--- config.mk ---
export PLATFORM = sky130hd
export DESIGN_NAME = ifetch_unit
export DESIGN_NICKNAME = d
export VERILOG_FILES = /design/src/rtl/ifetch_unit.sv
export SDC_FILE = /design/constraint.sdc
export NUM_CORES = 1
export LEC_CHECK = 0
export CAP_MARGIN = 20
export CORE_MARGIN = 2
export CORE_UTILIZATION = 55
export CTS_BUF_LIST = sky130_fd_sc_hd__clkbuf_2
export DETAILED_ROUTE_END_ITERATION = 8
export GPL_TIMING_DRIVEN = 1
export HOLD_SLACK_MARGIN = 0.06
export MAX_ROUTING_LAYER = met4
export PLACE_DENSITY = 0.86
export SYNTH_ARGS = -nofsm -noshare
export SYNTH_HDL_FRONTEND = slang
export SYNTH_SLANG_ARGS = --single-unit
--- constraint.sdc ---
create_clock -name clk -period 4.3 [get_ports clk]
set_input_delay 0.86 -clock clk [delete_from_list [all_inputs] [get_ports clk]]
set_output_delay 0.86 -clock clk [all_outputs]
set_load 0.1 [all_outputs]
--- src/rtl/ifetch_unit.sv ---
// RV32I instruction fetch stage: owns the PC, drives a 1-cycle-latency instruction ROM,
// and applies stalls, branch/JAL/JALR redirects and misaligned-target traps.
module ifetch_unit #(
  parameter logic [31:0] RESET_PC    = 32'h0000_0000,
  parameter int unsigned IMEM_ADDR_W = 14
) (
  input  logic                   clk,
  input  logic                   rst,
  input  logic                   stall,
  input  logic                   br_taken,
  input  logic                   jal,
  input  logic                   jalr,
  input  logic [31:0]            imm32,
  input  logic [31:0]            rs1_data,
  output logic [IMEM_ADDR_W-1:0] imem_addr,
  input  logic [31:0]            imem_rdata,
  output logic [31:0]            inst,
  output logic                   inst_valid,
  output logic [31:0]            pc,
  output logic [31:0]            pc_plus4,
  output logic                   misalign,
  output logic [31:0]            inst_count
);

  localparam logic [31:0] NOP = 32'h0000_0013;

  typedef enum logic [1:0] {
    S_LOAD = 2'd0,
    S_RUN  = 2'd1,
    S_TRAP = 2'd2
  } state_e;

  state_e      state_q, state_d;
  logic [31:0] pc_q, pc_d;
  logic [31:0] fetch_pc_q, fetch_pc_d;
  logic [31:0] count_q, count_d;
  logic [31:0] target;
  logic        redirect;
  logic        target_misaligned;

  always_ff @(posedge clk or negedge rst) begin
    if (!rst) begin
      state_q    <= S_LOAD;
      pc_q       <= RESET_PC;
      fetch_pc_q <= RESET_PC;
      count_q    <= '0;
    end else begin
      state_q    <= state_d;
      pc_q       <= pc_d;
      fetch_pc_q <= fetch_pc_d;
      count_q    <= count_d;
    end
  end

  // JALR clears bit 0 of its target, so only bit 1 can flag it; br/jal check both bits.
  always_comb begin
    redirect          = br_taken | jal | jalr;
    target            = jalr ? ((rs1_data + imm32) & ~32'h1) : (pc_q + imm32);
    target_misaligned = (target[1:0] != 2'b00);
  end

  always_comb begin
    state_d    = state_q;
    pc_d       = pc_q;
    fetch_pc_d = fetch_pc_q;
    count_d    = count_q;
    case (state_q)
      S_LOAD: begin
        pc_d       = fetch_pc_q;
        fetch_pc_d = fetch_pc_q + 32'd4;
        state_d    = S_RUN;
      end
      S_RUN: begin
        if (!stall) begin
          count_d = count_q + 32'd1;
          if (redirect) begin
            if (target_misaligned) begin
              state_d = S_TRAP;
            end else begin
              fetch_pc_d = target;
              state_d    = S_LOAD;
            end
          end else begin
            pc_d       = fetch_pc_q;
            fetch_pc_d = fetch_pc_q + 32'd4;
          end
        end
      end
      S_TRAP: begin
      end
      default: state_d = S_LOAD;
    endcase
  end

  // While stalled in RUN the ROM re-reads pc so the presented instruction stays put.
  always_comb begin
    imem_addr  = (state_q == S_RUN && stall) ? pc_q[IMEM_ADDR_W+1:2]
                                             : fetch_pc_q[IMEM_ADDR_W+1:2];
    inst_valid = (state_q == S_RUN);
    inst       = (state_q == S_RUN) ? imem_rdata : NOP;
    pc         = pc_q;
    pc_plus4   = pc_q + 32'd4;
    misalign   = (state_q == S_TRAP);
    inst_count = count_q;
  end

endmodule
==> run_results.csv <==
group,metric,value,unit
worst_setup_path,setup.worst_path.end_class,"output port",
drt,wl_per_cell,18.33,um
drt,drc,2,
timing,fmax,0.2510,GHz
timing,period_share,0.9267,
yosys,synth_cell_types,91,
drt,ant_nets,0,
finish,fillers,1312,
drt,drt_iter0_markers,827,
die,start_util,0.5560,
worst_setup_path,critical_path_class,"flop to output port",
clocking,cts_buffer_depth,2,
yosys,yosysTopAreaCell,"dfrtp_1",
timing,final_hold_viol_count,0,
placement,io_buffers,245,
placement,dp_hpwl,23.52,mm
timing,skew,35.16,ps
timing,rsz0062_at_grt,"no",
die,rows,47,
worst_setup_path,crit_fanout,8,
yosys,synthFlopType,"dfrtp_1",
drt,wirelength,29.40,mm
global_route,grt.total_usage,0.3375,
worst_setup_path,path_cells,"and3_1 > and4_1 > nand2_1 > nor2_2 > nand2_1 > nor2_2 > nand3_1 > xnor2_2 > buf_4",
worst_setup_path,crit_slowest_cell,"dfrtp_2",
worst_setup_path,cp-start-kind,"flop",
die,io_pins,246,
global_route,grt_pass1_vias,9182,
timing,setup_viol_count_final,0,
clocking,cts_sinks,98,
yosys,synth-seq-cells,98,
clocking,clk_latency,620,ps
global_route,grt_start_max_net_pins,79,
drt,vias,9718,
yosys,ys_warn_count,0,
yosys,synthesis.nets,1306,
yosys,syn_area_per_cell,7.988,um^2
worst_setup_path,crit_arrival,3120,ps
run_status,outcome,"complete, but fails checks",
yosys,netlist_instances,1138,
yosys,ys_top_cells_by_count,"nand2_1, dfrtp_1, a21oi_1, nor2_1, xnor2_1",
worst_setup_path,worst_ep_required_time,3440,ps
yosys,synth-edff-count,0,
yosys,synthArstFlopShare,1.000,
clocking,clk_pin_slew_worst_paths,270,ps
worst_hold_path,hold_path_class,"primary input to async pin",
yosys,yosysSeqAreaShare,0.2698,
worst_setup_path,crit_start,"pc[4]",
global_route,grt_first_pass_wirelength,46.58,mm
yosys,yosysMostFrequentCell,"nand2_1",
die,chipWidth,132.6,um
timing,relSlewSlack,0.2726,
die,die_area,0.01757,mm^2
worst_setup_path,r2r-start,"pc[0]",
die,die_h,132.6,um
finish,nNetsFinal,1543,
clocking,cts_tree,"yes",
drt,first_pass_iters,9,
job,max-cap-violations,0,
clocking,numCtsBuffers,9,
worst_setup_path,max_stage_delay,540,ps
global_route,antenna_found_initial,2,
drt,vias_per_cell,6.059,
clocking,root_buffer,"clkbuf_2",
global_route,gr-total-overflow,0,
finish,area_growth,30.92,%
finish,drive_gt1_frac,0.1268,
placement,place_congestion,0.9685,
clocking,h-tree-depth,3,
yosys,synth_area,0.009090,mm^2
timing,period_needed,3985,ps
yosys,synth_top_area_share,0.2698,
die,core-area,0.01635,mm^2
timing,worstMarginPinSlew,1088,ps
finish,final_util,0.7279,
run_status,violations,"design-rule violations",
timing,drv_slew,0,
yosys,ys_top_cells_by_area,"dfrtp_1, ha_1, nand2_1, xnor2_1, a21oi_1",
per-stage QoR:
step	std cells	instance area, um^2	setup WS [ps]	setup TNS [ps]	hold WS [ps]
after floorplan	1138	9188	-31.09	-31.09	430.9
after global placement	1584	11760	322.0	0	455.5
after detailed placement	1584	11760	244.8	0	463.3
after CTS	1600	11880	23.14	0	377.5
after global routing	1604	11900	136.4	0	397.9
final	1604	11900	315.4	0	343.9
cell families (layout without fill, tap and decap cells):
group / after synthesis / in the layout / synth area share
flip-flops: 98 / 98 / 0.2698
AO/OA/AOI/OAI: 302 / 302 / 0.2204
buffers and inverters: 71 / 313 / 0.03166
adder cells (fa/ha/maj): 66 / 66 / 0.09250
AND/OR/NAND/NOR: 471 / 471 / 0.2553
multiplexers: 22 / 22 / 0.02629
XOR/XNOR: 108 / 108 / 0.1041
other: 0 / 4 / 0
worst paths after layout:
kind	endpoint	slack, ps	cells past startpoint
min reg2reg	inst_count[31]	490	1
min in group clk	inst_count[31]	490	1
min	fetch_pc_q[7]	340	1
max	pc_plus4[31]	320	9
max in group asynchronous	fetch_pc_q[18]	3120	2
max reg2reg	fetch_pc_q[29]	1070	12
critical path, delay by kind of cell (launching register included):
kind | cells | cell delay, ps
buffers and inverters | 1 | 300
xor gates and xnor gates | 1 | 140
and+or+nand+nor | 7 | 1530
DFF | 1 | 540
state kept, by name, indices dropped and copies added, names as in the netlist:
register	flops
state_q	2
pc	32
fetch_pc_q	32
inst_count	32
cells in the final DEF, fill, tap and decap left out, types with 5 or more instances in the layout:
| cell type | instances |
|---|---|
| a221oi_1 | 6 |
| xnor2_1 | 64 |
| dfrtp_1 | 96 |
| o21ai_1 | 11 |
| and4_1 | 5 |
| clkbuf_2 | 9 |
| a31oi_1 | 15 |
| nand3_1 | 53 |
| o21a_1 | 13 |
| or3_1 | 14 |
| inv_1 | 26 |
| o21bai_1 | 6 |
| nor2_1 | 71 |
| a211oi_1 | 10 |
| clkdlybuf4s50_1 | 174 |
| xor2_1 | 31 |
| o21ai_0 | 60 |
| nand2_1 | 186 |
| ha_1 | 64 |
| a21o_1 | 20 |
| mux2_2 | 15 |
| nor2b_1 | 8 |
| buf_4 | 95 |
| nor3_1 | 17 |
| a21oi_1 | 89 |
| and2_1 | 36 |
| o31a_1 | 5 |
| nand2b_1 | 8 |
| a221o_1 | 5 |
| and3_1 | 21 |
| xnor2_2 | 9 |
| mux2i_1 | 7 |
| nand4_1 | 20 |
cell type report:
cell class,instances,area (um^2),area share
timing repair buffer,270,2475,0.2080
clock inverter,7,81.33,0.006834
antenna,4,10.01,0.0008411
sequential,98,2455,0.2063
tap,220,275.3,0.02313
multi-input combinational,969,6457,0.5426
clock buffer,9,45.04,0.003785
inverter,27,101.3,0.008516
timing repair:
item,4_1_cts,5_1_grt
gates resized for setup,1,3
hold buffers,0,0
endpoints found under the setup margin,1,3
cloned,0,0
setup buffers,0,0
layer usage:
metal  track usage  wire (um)  part of all wire  vias to the layer above
met4        0.1051        675             0.023                        0
met1        0.4316      12200              0.41                     4550
met2        0.5423      13720              0.47                      525
li1              -          -                 -                     4589
met5             -          0                 0                        -
met3       0.06628       2806             0.095                       54
Power is left out: the tool's default activity adds up to more than one toggle a clock period on the data nets, which glitch-free logic cannot reach.
